## config.mk

```make
export PLATFORM = sky130hd
export DESIGN_NAME = iterative_alu
export DESIGN_NICKNAME = d
export VERILOG_FILES = /design/src/rtl/iterative_alu.sv
export SDC_FILE = /design/constraint.sdc
export NUM_CORES = 1
export LEC_CHECK = 0
export BUFFER_PORTS_ARGS = -buffer_cell sky130_fd_sc_hd__clkbuf_2
export CAP_MARGIN = 20
export CORE_UTILIZATION = 40
export DETAILED_ROUTE_END_ITERATION = 8
export MAX_ROUTING_LAYER = met4
export SETUP_SLACK_MARGIN = 0.15
export SLEW_MARGIN = 15
export SYNTH_ARGS = -nofsm -noshare
export SYNTH_HDL_FRONTEND = slang
export SYNTH_SLANG_ARGS = --single-unit
```

## constraint.sdc

```tcl
create_clock -name i_clk -period 3.3 [get_ports i_clk]
set_input_delay 0 -clock i_clk [delete_from_list [all_inputs] [get_ports i_clk]]
set_output_delay 0 -clock i_clk [all_outputs]
set_load 0.005 [all_outputs]
```

## src/rtl/iterative_alu.sv

```systemverilog
`default_nettype none
// ============================================================================
// Module   : iterative_alu
// Brief    : Execute-stage ALU. Arithmetic, logic and compare ops produce a
//            registered result one cycle after acceptance; shifts run serially,
//            one bit per cycle, with valid/ready handshakes on both sides.
// Revision : 1.0 - initial release
// ============================================================================
module iterative_alu #(
    parameter int XLEN    = 32,
    parameter int SHAMT_W = $clog2(XLEN)
) (
    input  logic            i_clk,
    input  logic            i_rst,
    input  logic            i_flush,
    input  logic            i_valid,
    output logic            o_ready,
    input  logic [4:0]      i_alu_control,
    input  logic [XLEN-1:0] i_operand_a,
    input  logic [XLEN-1:0] i_operand_b,
    output logic            o_valid,
    input  logic            i_result_ready,
    output logic [XLEN-1:0] o_result,
    output logic            o_zero
);

    localparam logic [4:0] C_OP_ADD  = 5'b00000;
    localparam logic [4:0] C_OP_AND  = 5'b00001;
    localparam logic [4:0] C_OP_OR   = 5'b00010;
    localparam logic [4:0] C_OP_XOR  = 5'b00011;
    localparam logic [4:0] C_OP_SLL  = 5'b00100;
    localparam logic [4:0] C_OP_SRL  = 5'b00101;
    localparam logic [4:0] C_OP_SRA  = 5'b00110;
    localparam logic [4:0] C_OP_SUB  = 5'b10000;
    localparam logic [4:0] C_OP_SLTU = 5'b11000;
    localparam logic [4:0] C_OP_SLT  = 5'b10111;

    // Shift kind is kept as the low two bits of the control code:
    // 00 = SLL, 01 = SRL, 10 = SRA.
    localparam logic [1:0] C_SH_SLL = 2'b00;
    localparam logic [1:0] C_SH_SRL = 2'b01;

    localparam logic [SHAMT_W-1:0] C_CNT_ONE = {{(SHAMT_W-1){1'b0}}, 1'b1};

    typedef enum logic [1:0] {
        ST_IDLE  = 2'd0,
        ST_SHIFT = 2'd1,
        ST_RESP  = 2'd2
    } state_t;

    state_t             state_q;
    logic               valid_q;
    logic               ready_q;
    logic [XLEN-1:0]    result_q;
    logic               zero_q;
    logic [XLEN-1:0]    shreg_q;
    logic [SHAMT_W-1:0] cnt_q;
    logic [1:0]         sh_op_q;

    logic [XLEN-1:0]    alu_d;
    logic [XLEN-1:0]    shreg_d;
    logic               is_shift;
    logic [SHAMT_W-1:0] shamt;

    assign shamt    = i_operand_b[SHAMT_W-1:0];
    assign is_shift = (i_alu_control == C_OP_SLL) ||
                      (i_alu_control == C_OP_SRL) ||
                      (i_alu_control == C_OP_SRA);

    // Single-cycle result for every non-shift code; unknown codes fall back to ADD.
    always_comb begin
        alu_d = i_operand_a + i_operand_b;
        case (i_alu_control)
            C_OP_AND:  alu_d = i_operand_a & i_operand_b;
            C_OP_OR:   alu_d = i_operand_a | i_operand_b;
            C_OP_XOR:  alu_d = i_operand_a ^ i_operand_b;
            C_OP_SUB:  alu_d = i_operand_a - i_operand_b;
            C_OP_SLTU: alu_d = {{(XLEN-1){1'b0}}, (i_operand_a < i_operand_b)};
            C_OP_SLT:  alu_d = {{(XLEN-1){1'b0}},
                                ($signed(i_operand_a) < $signed(i_operand_b))};
            default:   alu_d = i_operand_a + i_operand_b;
        endcase
    end

    // One-bit step of the serial shifter; SRA keeps the MSB, which is the
    // original operand sign because it is never overwritten.
    always_comb begin
        shreg_d = {shreg_q[XLEN-1], shreg_q[XLEN-1:1]};
        case (sh_op_q)
            C_SH_SLL: shreg_d = {shreg_q[XLEN-2:0], 1'b0};
            C_SH_SRL: shreg_d = {1'b0, shreg_q[XLEN-1:1]};
            default:  shreg_d = {shreg_q[XLEN-1], shreg_q[XLEN-1:1]};
        endcase
    end

    // Control FSM with registered handshake and result outputs.
    always_ff @(posedge i_clk) begin
        if (i_rst) begin
            state_q  <= ST_IDLE;
            valid_q  <= 1'b0;
            ready_q  <= 1'b1;
            result_q <= '0;
            zero_q   <= 1'b1;
            shreg_q  <= '0;
            cnt_q    <= '0;
            sh_op_q  <= C_SH_SLL;
        end else if (i_flush) begin
            // Abort: the held result stays in o_result but is never delivered.
            state_q <= ST_IDLE;
            valid_q <= 1'b0;
            ready_q <= 1'b1;
            cnt_q   <= '0;
        end else begin
            case (state_q)
                ST_IDLE: begin
                    if (i_valid && ready_q) begin
                        ready_q <= 1'b0;
                        if (!is_shift) begin
                            result_q <= alu_d;
                            zero_q   <= (alu_d == '0);
                            valid_q  <= 1'b1;
                            state_q  <= ST_RESP;
                        end else if (shamt == '0) begin
                            result_q <= i_operand_a;
                            zero_q   <= (i_operand_a == '0);
                            valid_q  <= 1'b1;
                            state_q  <= ST_RESP;
                        end else begin
                            shreg_q <= i_operand_a;
                            cnt_q   <= shamt;
                            sh_op_q <= i_alu_control[1:0];
                            state_q <= ST_SHIFT;
                        end
                    end
                end
                ST_SHIFT: begin
                    // The last step writes straight into the result register so
                    // o_valid rises shamt+1 cycles after acceptance.
                    shreg_q <= shreg_d;
                    cnt_q   <= cnt_q - C_CNT_ONE;
                    if (cnt_q == C_CNT_ONE) begin
                        result_q <= shreg_d;
                        zero_q   <= (shreg_d == '0);
                        valid_q  <= 1'b1;
                        state_q  <= ST_RESP;
                    end
                end
                ST_RESP: begin
                    if (i_result_ready) begin
                        valid_q <= 1'b0;
                        ready_q <= 1'b1;
                        state_q <= ST_IDLE;
                    end
                end
                default: begin
                    state_q <= ST_IDLE;
                    valid_q <= 1'b0;
                    ready_q <= 1'b1;
                    cnt_q   <= '0;
                end
            endcase
        end
    end

    assign o_valid  = valid_q;
    assign o_ready  = ready_q;
    assign o_result = result_q;
    assign o_zero   = zero_q;

endmodule
`default_nettype wire

```

==> run metrics <==
Post-Synth Simple-Gate Area=25.4%; clock share of power=23.0%; Reg power frac=24.8%; LEAKAGE=6.30 nW; first-pass GRT wire length=71500 um; Ys Warns=0; max_slew headroom=47.9%; metal3 WL=4140 um; Clock Skew=11.3 ps; TritonRoute pass-1 iters=5; top-count cell post-synth=nor2_1; FILL cells=2603; vias in the first global route=12200; antenna violations before repair=0; pre-CTS setup slack=-263 ps; die width=162 um; Gate power share=52.2%; Total Nets Final=1985; CTS tree=done; syn_nets=1668; Die Footprint=26300 um2; Final min period=3100 ps; buffer depth of the longest clock path=2; WL per Instance=22.2 um; Post-Synth Adder-Cell Area=12.3%; pin count of the biggest net entering global routing=71; layout overhead on the synthesized area=32.1%; CTS clk-pin slew, worst paths=60 ps; share of layout cells above drive strength 1=28.2%; drc violations=0; post-route setup slack=198 ps; Setup-failing EPs final=0; Post-synth EDFFs=0; most frequent cells after synthesis=177 x nor2_1, 145 x nand2_1, 143 x a21oi_1, 106 x inv_1, 98 x ha_1; peak supply drop=0.247 mV; Cell Rows=58; Crit path required time=3570 ps; # IOs=109; main area contributors after synthesis=dfxtp_1 15%, ha_1 12%, a21oi_1 7.0%; RSZ-0062 raised after global routing=yes; synthesized instance count=1494; WP data arrival=3370 ps; wirelength, routed=47500 um; Worst setup SP type=input port; Worst Hold Class=in2reg; DRT antenna net count=0; fin area=13600 um2; CTS H-tree depth=3; Hold Fails Final Rpt=0; Starting DRT DRC Count=1466; Synth Area in Compound Gates=33.2%; largest family of logic cells by synthesized area=compound AO/OA/AOI/OAI gates; Core Region=25200 um2; unique cell type count in the Yosys netlist=94; part of the cycle the worst path needs=94.0%; clock sink total=76; Area after DPL=13100 um2; cell accounting for the most synthesized area=dfxtp_1; Top Layer Used=met4; wire length on met1=20900 um; # Max-Cap Violations=0; Post-synth ARST share=0%; Die H=162 um; hpwl dp=38900 um; met2 wire len=20100 um; Clock Root Buffer=clkbuf_16; Sw Pwr=1.64 mW; proportion of synthesized area in mux cells=5.43%; Sw Ratio=40.5%; Buffers on Ports=108; Seq cells post-synth=76; Final Hold Slack=36.7 ps; number of clock buffers inserted by TritonCTS=9; top_reg_cell synth=dfxtp_1; status=complete, no violations; crit path kind=in2reg; Synth top area share=14.8%; internal power=2.42 mW; Vias/cell=6.06; Post-Synth XOR/XNOR Area=0.682%; mapped cell area=10300 um2; Initial Utilization=40.8%; Slew Limit Fails=0; # diodes=0; Power Total=4.06 mW; global route overflow=0; synthesized area per cell=6.88 um2; post-synthesis sequential area ratio=14.8%; clock latency on the worst-skew pair=340 ps; gpl congestion=1.04; f_max=322 MHz; P per Cell Area=299 nW/um2; Critical Path End Type=flip-flop; Worst-Margin Slew=782 ps; maximum fanout along the worst path=6; via count=13000; GRT Util Overall=36.9%
[cell type report]
type | count | area [um2] | share of cell area [%]
clock inverter | 4 | 25.0 | 0.184
tap | 330 | 413 | 3.04
timing repair buffer | 409 | 2860 | 21.0
inverter | 106 | 398 | 2.93
clock buffer | 11 | 253 | 1.86
sequential | 76 | 1520 | 11.2
multi-input combinational | 1209 | 8110 | 59.7
[registers in the layout, summed over array words and instances, names as in the netlist]
| signal | count |
|---|---|
| cnt_q | 5 |
| o_ready | 1 |
| o_result | 32 |
| o_valid | 1 |
| o_zero | 1 |
| sh_op_q | 2 |
| shreg_q | 32 |
| state_q | 2 |
[logic make-up after synthesis]
group / after synthesis
and+or+nand+nor: 547
AOI/OAI and AO/OA: 500
buffers and inverters: 209
adders and majority gates: 100
DFF: 76
muxes: 54
xor gates and xnor gates: 8
[worst max-delay path, stage by stage]
cell and delay [ps]:
clkbuf_2 130, inv_1 70, ha_1 300, buf_4 150, nor2_2 60, a21oi_1 250, a31oi_2 200, o31ai_4 320
o211ai_1 140, buf_4 170, a211oi_2 280, o221ai_2 240, a221oi_2 350, a311oi_1 100, or3_1 390, o31ai_2 230
[final timing paths]
kind,cells past startpoint,slack (ps),start,end
setup reg to reg,11,690,state_q[0],o_zero
hold / removal,4,40,i_valid,o_ready
hold reg to reg,2,450,o_result[5],o_result[5]
setup / recovery,16,200,i_operand_a[8],o_zero
[power groups by stage]
stage	clock network [mW]	registers (mW)	logic (mW)
floorplan	0	1.02	1.05
global placement	0	1.02	2.02
detailed placement	0	1.02	2.02
CTS	0.943	1.00	2.04
global route	0.979	1.01	2.26
finish	0.935	1.01	2.12
[cell usage in the layout, fill, tap and decap left out, types with 9 or more instances in the layout]
cell type / netlist / routed
nor3_1: 47 / 43
a21o_1: 14 / 14
or3_1: 11 / 11
mux2_2: 14 / 14
nand3_1: 37 / 35
a31oi_1: 17 / 16
clkbuf_16: 0 / 9
o21ai_0: 80 / 74
a211oi_1: 53 / 49
nand2b_1: 18 / 18
mux2i_1: 40 / 40
o21bai_1: 10 / 10
o31ai_1: 13 / 12
nor2_1: 177 / 172
o211ai_1: 41 / 41
and2_1: 10 / 10
inv_1: 106 / 106
nor2b_1: 20 / 17
ha_1: 98 / 92
dfxtp_1: 76 / 76
buf_4: 5 / 295
nand4_1: 20 / 20
o21a_1: 14 / 13
a21oi_1: 143 / 139
nand2_1: 145 / 144
nor4_1: 21 / 20
clkbuf_2: 0 / 108
[layer usage]
layer,vias to the layer above,track usage (%)
li1,6068,-
met1,6141,48.9
met2,676,54.6
met3,107,6.64
met4,0,15.4
met5,-,-
[stage by stage]
| stage | util, % | setup TNS (ps) | cells |
|---|---|---|---|
| floorplan | - | 0 | 1494 |
| finish | 53.9 | 0 | 2145 |
| global placement | 52.0 | -653 | 2125 |
| detailed placement | 52.0 | -672 | 2125 |
| global route | 53.9 | 0 | 2145 |
| CTS | 53.3 | 0 | 2144 |
[repair_timing]
| action | in CTS | in global routing |
|---|---|---|
| setup buffers | 2 | 1 |
| hold buffers | 2 | 0 |
| resized for setup | 8 | 37 |
| pin swaps | 5 | 10 |
| endpoints found under the setup margin | 1 | 10 |
| endpoints found under the hold margin | 2 | 0 |
(Power assumes the default switching activity.)
